[config.mk]
export PLATFORM = sky130hd
export DESIGN_NAME = spin_sequencer
export DESIGN_NICKNAME = d
export VERILOG_FILES = /design/src/rtl/spin_sequencer.sv
export SDC_FILE = /design/constraint.sdc
export NUM_CORES = 1
export LEC_CHECK = 0
export CORE_MARGIN = 2
export CORE_UTILIZATION = 50
export DETAILED_ROUTE_END_ITERATION = 16
export DONT_BUFFER_PORTS = 1
export GPL_TIMING_DRIVEN = 0
export SYNTH_ARGS = -nofsm -noshare
export SYNTH_HDL_FRONTEND = slang
export SYNTH_SLANG_ARGS = --single-unit
[constraint.sdc]
create_clock -name clk -period 1.6 [get_ports clk]
set_clock_uncertainty 0.05 [all_clocks]
set_input_delay 0.32 -clock clk [delete_from_list [all_inputs] [get_ports clk]]
set_output_delay 0.32 -clock clk [all_outputs]
set_load 0.1 [all_outputs]
[src/rtl/spin_sequencer.sv]
// Slot-machine spin sequencer: debounced button, LFSR sprite draw, spin handshake, win strobe.
// Define SPIN_TIMEOUT_EN to add a sticky timeout on the wait for done.
module spin_sequencer #(
    parameter int          DEBOUNCE_CYCLES = 1000,
    parameter int          NUM_SPRITES     = 6,
    parameter logic [15:0] LFSR_SEED       = 16'hACE1,
    parameter logic [23:0] TIMEOUT_CYCLES  = 24'd5_000_000
) (
    input  logic       clk,
    input  logic       reset_n,
    input  logic       spin_btn,
    input  logic       done,
    output logic       start_spin,
    output logic [2:0] final1_sprite,
    output logic [2:0] final2_sprite,
    output logic [2:0] final3_sprite,
    output logic       busy,
    output logic       result_valid,
    output logic [1:0] win,
    output logic       timeout
);

    localparam int            CW      = $clog2(DEBOUNCE_CYCLES + 1);
    localparam logic [CW-1:0] DB_LAST = CW'(DEBOUNCE_CYCLES - 1);
    localparam logic [3:0]    NS4     = 4'(NUM_SPRITES);

    typedef enum logic [2:0] {IDLE, LOAD, START, WAIT_DONE, RESULT} state_t;

    state_t        state;
    state_t        next_state;
    logic          sync1;
    logic          sync2;
    logic          db_level;
    logic          db_prev;
    logic [CW-1:0] db_cnt;
    logic [15:0]   lfsr;
    logic          seen_low;
    logic          press;
    logic [2:0]    s1;
    logic [2:0]    s2;
    logic [2:0]    s3;
    logic [1:0]    win_q;
    logic [1:0]    win_next;

    function automatic logic [2:0] fold(input logic [2:0] f);
        logic [3:0] w;
        w = {1'b0, f};
        if (w >= NS4) w = w - NS4;
        return w[2:0];
    endfunction

    always_ff @(posedge clk or negedge reset_n) begin
        if (!reset_n) begin
            sync1    <= 1'b0;
            sync2    <= 1'b0;
            db_level <= 1'b0;
            db_prev  <= 1'b0;
            db_cnt   <= '0;
            lfsr     <= LFSR_SEED;
        end else begin
            sync1   <= spin_btn;
            sync2   <= sync1;
            db_prev <= db_level;
            lfsr    <= {lfsr[14:0], lfsr[15] ^ lfsr[13] ^ lfsr[12] ^ lfsr[10]};
            if (sync2 == db_level) begin
                db_cnt <= '0;
            end else if (db_cnt == DB_LAST) begin
                db_level <= sync2;
                db_cnt   <= '0;
            end else begin
                db_cnt <= db_cnt + 1'b1;
            end
        end
    end

    assign press = db_level & ~db_prev;

`ifdef SPIN_TIMEOUT_EN
    logic [23:0] tmo_cnt;
    logic        tmo_flag;
    logic        tmo_hit;

    assign tmo_hit = (state == WAIT_DONE) && (tmo_cnt == TIMEOUT_CYCLES - 24'd1);

    always_ff @(posedge clk or negedge reset_n) begin
        if (!reset_n) begin
            tmo_cnt  <= '0;
            tmo_flag <= 1'b0;
        end else begin
            tmo_cnt <= (state == WAIT_DONE) ? tmo_cnt + 24'd1 : 24'd0;
            if (state == WAIT_DONE && next_state == IDLE) tmo_flag <= 1'b1;
        end
    end

    assign timeout = tmo_flag;
`else
    assign timeout = 1'b0;
`endif

    always_comb begin
        next_state = state;
        unique case (state)
            IDLE:      if (press) next_state = LOAD;
            LOAD:      next_state = START;
            START:     next_state = WAIT_DONE;
            WAIT_DONE: begin
                if (seen_low && done) next_state = RESULT;
`ifdef SPIN_TIMEOUT_EN
                else if (tmo_hit) next_state = IDLE;
`endif
            end
            RESULT:    next_state = IDLE;
            default:   next_state = IDLE;
        endcase
    end

    always_comb begin
        win_next = 2'd0;
        if (s1 == s2 && s2 == s3) win_next = 2'd2;
        else if (s1 == s2 || s2 == s3 || s1 == s3) win_next = 2'd1;
    end

    // seen_low guards against a done level left over from the previous spin
    always_ff @(posedge clk or negedge reset_n) begin
        if (!reset_n) begin
            state    <= IDLE;
            seen_low <= 1'b0;
            s1       <= '0;
            s2       <= '0;
            s3       <= '0;
            win_q    <= '0;
        end else begin
            state <= next_state;
            if (state == LOAD) begin
                s1 <= fold(lfsr[2:0]);
                s2 <= fold(lfsr[6:4]);
                s3 <= fold(lfsr[10:8]);
            end
            if (state == START) seen_low <= 1'b0;
            else if (state == WAIT_DONE && !done) seen_low <= 1'b1;
            if (next_state == RESULT) win_q <= win_next;
        end
    end

    assign start_spin    = (state == START);
    assign busy          = (state != IDLE);
    assign result_valid  = (state == RESULT);
    assign win           = win_q;
    assign final1_sprite = s1;
    assign final2_sprite = s2;
    assign final3_sprite = s3;

endmodule

# == Word-level counts from Yosys, hierarchy flattened ==
# Index checks and enable logic that the tools add are counted.
# word_totals
reg_bits,45
latchBits,0
ram_bits,0
rom_bits,0
inputBits,4
wordCells,57
n_memories,0
# op_classes
addsub,4
multipliers,0
div,0
n_lt_le_gt_ge,3
n_eq_ne,10
n_shift,0
muxes,12
bitwise,6
reduce_logical,10
# op_table
cell,count
$mux 10,2
$mux 3,5
$pmux 3 s4,1
$add 10x1->10 const B,1
$eq 10x10->1 const B,1
$eq 3x3->1,3
$ge 3x3->1 const B,3
$sub 3x3->3 const B,3
$eq 3x2->1 const B,2
$eq 3x3->1 const B,2
$eq 3x1->1 const B,1
$logic_and 1x1->1,3
$logic_not 3->1,1
$mux 1,3
$reduce_bool 3->1,1
$xor 1x1->1,3
$logic_or 1x1->1,2
$mux 2,1
$not 1->1,2
$reduce_and 2->1,1
$reduce_bool 2->1,1
$and 1x1->1,1
$eq 1x1->1,1
$logic_not 1->1,1

# == Depth between registers and ports, before layout ==
# depth
ltp_word,5
mapped_depth,5

# == Worst setup path before layout ==
# No wires, ideal clock.
# synth_path
kind,register to output
start,register state[1]
end,output port result_valid
arrival_time_ns,2.644
required_ns,1.230
path_slack_ns,-1.414
path_stages_with_launch,2
path_buffers,0
cell_sequence,dfrtp_1 nor3b_1
# synth_between
elab_chain_len,1
# synth_lines
item,line,source
"start, declared",29,state_t state;
"start signal, assigned",133,state <= next_state;
$eq 3x3->1,147,assign result_valid = (state == RESULT);
"end, declared",18,"output logic result_valid,"
# No other way between the ends.

# == Worst setup path after layout ==
# layout_path
start,register state[0]
end,output port result_valid
# Same word-level chain as after synthesis.

==> impl_summary.log <==
INFO  metric run_status = finished, violations left
INFO  metric failing_checks = setup timing
INFO  metric detail_route.wirelength = 3.23 mm
INFO  metric drv_cap = 0
INFO  metric grt.total_usage = 17.1%
INFO  metric drive_above_1_share = 43.4%
INFO  metric post-route-util = 66.0%
INFO  metric die-area = 4130 um^2
INFO  metric worst-setup-path-type = reg2out
INFO  metric power_per_cell_area = 1210 nW/um^2
INFO  metric drt-vias-per-instance = 5.38
INFO  metric cpMaxStageDelayCell = nor3b_4
INFO  metric clk_path_buf_depth = 2
INFO  metric maximum_number_of_pins_on_one_net_before_global_route_repair = 46
INFO  metric cts_htree_levels = 2
INFO  metric setup.worst_path.start_class = flop
INFO  metric clock.fmax = 0.490 GHz
INFO  metric vias_in_the_first_global_route = 1150
INFO  metric area.growth.synth_to_final = 24.3%
INFO  metric drt_pass1_iterations = 4
INFO  metric layout.nets = 170
INFO  metric final_min_period = 2040 ps
INFO  metric critPathTopFamily = simple AND/OR/NAND/NOR gates
INFO  metric syn-instance-count = 148
INFO  metric critical_path.n_buffers_inverters = 0
INFO  metric ir_worst_vdd = 0.697 mV
INFO  metric grt_pass1_wl = 5.37 mm
INFO  metric detailroute.via_count = 1140
INFO  metric finalHoldWorstSlack = 30.9 ps
INFO  metric place_congestion = 0.742
INFO  metric worst_skew_pair.late_latency = 350 ps
INFO  metric die_width = 64.2 um
INFO  metric floorplan.initialDensity = 53.1%
INFO  metric dr.first_iter.drc_count = 57
INFO  metric dpl-instance-area = 1900 um^2
INFO  metric fp.dieH = 64.2 um
INFO  metric synth.cell_area = 1810 um^2
INFO  metric cts_sinks = 45
INFO  metric slowest_delay = 870 ps
INFO  metric worst_ep_arrival_time = 1670 ps
INFO  metric preCtsSetupSlack = -136 ps
INFO  metric power.static_leakage = 0.919 nW
INFO  metric port_buffers = 0
INFO  metric timing.final.ws_setup = -440 ps
INFO  metric postSynthNetCount = 153
INFO  metric ys_types = 33
INFO  metric diodes = 0
INFO  metric crit_path_capture_type = output port
INFO  metric min_period_over_period = 127%
INFO  metric slew_headroom = 30.8%
INFO  metric synth_async_sr_flop_share = 100%
INFO  metric clkSlewWorstSetupHoldPaths = 130 ps
INFO  metric yosysSeqAreaShare = 62.6%
INFO  metric hold_violations = 0
INFO  metric numCtsBuffers = 5
INFO  metric ys_dominant_reg_cell = dfrtp_1
INFO  metric max_slew.worst_pin.slew = 1040 ps
INFO  metric fp.coreArea = 3420 um^2
INFO  metric cts-root-buf = clkbuf_4
INFO  metric ys_ff_latch = 45
INFO  metric ios = 19
INFO  metric finalInstanceArea = 2250 um^2
INFO  metric floorplan.rows = 21
INFO  metric cts_tree = yes
INFO  metric setup_failing_eps_final = 11
INFO  metric final_antenna_net_count = 0
INFO  metric final_max_slew_viol_count = 0
INFO  metric synth-edff-count = 0
INFO  metric grt_antenna_before_repair = 0
INFO  metric worst-endpoint-required = 1230 ps
INFO  metric wl_per_cell = 15.2 um
INFO  metric dp_hpwl = 1.95 mm
INFO  metric path_max_fanout = 3
INFO  metric crit_path_cell_trace = nor3b_4
INFO  metric post_synthesis_area_per_instance = 12.3 um^2
INFO  metric grt-ovfl-total = 0
INFO  metric drc = 0
INFO  metric hold_path.class = in2reg
INFO  metric rsz_0062_raised_after_global_routing = yes
INFO  metric synth-warning-count = 0
[Yosys cell counts (all sizes together), types with 2 or more instances]
master / number / area share, %
dfstp: 8 / 12
a31oi: 2 / 0.69
nand3: 10 / 3.4
mux2: 5 / 3.7
nand2: 9 / 1.9
or3: 2 / 0.69
nand4: 3 / 1.0
nand2b: 7 / 2.4
xnor2: 15 / 7.2
and3: 2 / 0.97
inv: 2 / 0.41
nor3b: 3 / 1.2
nor2: 16 / 3.3
a21oi: 3 / 0.83
nor3: 2 / 0.55
buf: 3 / 1.3
o21ai: 8 / 2.4
dfrtp: 37 / 51
xor2: 4 / 1.9
[state kept, by name (all words and copies together) (netlist names)]
| name | flops |
|---|---|
| lfsr | 16 |
| sync2 | 1 |
| db_level | 1 |
| state | 3 |
| db_prev | 1 |
| win | 2 |
| final3_sprite | 3 |
| seen_low | 1 |
| db_cnt | 10 |
| final1_sprite | 3 |
| sync1 | 1 |
| final2_sprite | 3 |
[metrics by stage]
| stage | TNS [ps] | total power [mW] | instances |
|---|---|---|---|
| global route | -1890 | 2.87 | 212 |
| CTS | -1230 | 2.66 | 209 |
| global placement | -199 | 1.76 | 194 |
| finish | -1290 | 2.73 | 212 |
| floorplan | -93.5 | 1.71 | 148 |
| detailed placement | -289 | 1.77 | 194 |
[kinds of logic (layout without fill, tap and decap cells)]
family,Yosys count,in the layout,share of synthesized area (%)
other,1,1,0.207
flip-flops,45,45,62.6
multiplexers,5,5,3.72
buffers and inverters,5,23,1.72
adder cells (fa/ha/maj),1,1,0.690
XOR/XNOR,19,19,9.17
AO/OA/AOI/OAI,17,17,5.86
AND/OR/NAND/NOR,55,55,16.0
[where the power goes]
| group | leakage, nW | switching, mW | total, mW | internal, mW |
|---|---|---|---|---|
| clock network | 0.0455 | 0.355 | 0.728 | 0.373 |
| registers | 0.555 | 0.0788 | 1.28 | 1.20 |
| logic | 0.318 | 0.453 | 0.727 | 0.274 |
[per-layer routing]
layer	up-vias	share of wire [%]	global-route usage, %
met5	-	0	0
li1	536	-	-
met4	0	1.3	6.38
met2	36	47	26.3
met3	6	4.9	5.81
met1	562	47	22.4
[layout by cell type, fill, tap and decap left out, types with 2 or more instances in the layout]
cell,n
a21oi_1,3
a31oi_1,2
buf_4,5
buf_6,3
clkbuf_4,5
dfrtp_1,23
dfrtp_2,5
dfrtp_4,9
dfstp_2,8
dlygate4sd3_1,2
inv_1,2
mux2_2,2
mux2_4,3
nand2_1,3
nand2_2,5
nand2b_1,6
nand3_1,9
nand4_1,3
nor2_1,15
nor3_1,2
o21ai_1,2
o21ai_2,5
xnor2_1,9
xnor2_2,6
xor2_1,4
[path summary, 6_finish.rpt]
path	from	to	slack [ps]	cells after the start
max	state[0]$_DFF_PN0_	result_valid	-440	1
min in group asynchronous	reset_n	final1_sprite[0]$_DFFE_PN0P_	410	2
min	done	state[1]$_DFF_PN0_	30	1
min reg2reg	sync1$_DFF_PN0_	sync2$_DFF_PN0_	310	0
max reg2reg	state[1]$_DFF_PN0_	final1_sprite[0]$_DFFE_PN0P_	-60	5
max in group asynchronous	reset_n	lfsr[11]$_DFF_PN1_	830	2
[timing repair]
| action | in CTS | in global routing |
|---|---|---|
| gates resized for setup | 29 | 15 |
| endpoints found under the hold margin | 46 | 0 |
| buffers inserted | 4 | 2 |
| pin swaps | 3 | 8 |
| cloned | 0 | 1 |
| hold buffers | 3 | 0 |
| endpoints found under the setup margin | 6 | 14 |
[layout make-up]
class / instances / area [um^2]
Sequential cell: 45 / 1180
Fill cell: 252 / 1160
Multi-Input combinational cell: 98 / 769
Timing Repair Buffer: 10 / 125
Tap cell: 46 / 57.6
Clock buffer: 7 / 55.1
Buffer: 3 / 33.8
Clock inverter: 1 / 30.0
Inverter: 2 / 7.51
Power figures use the tool's default switching activity.
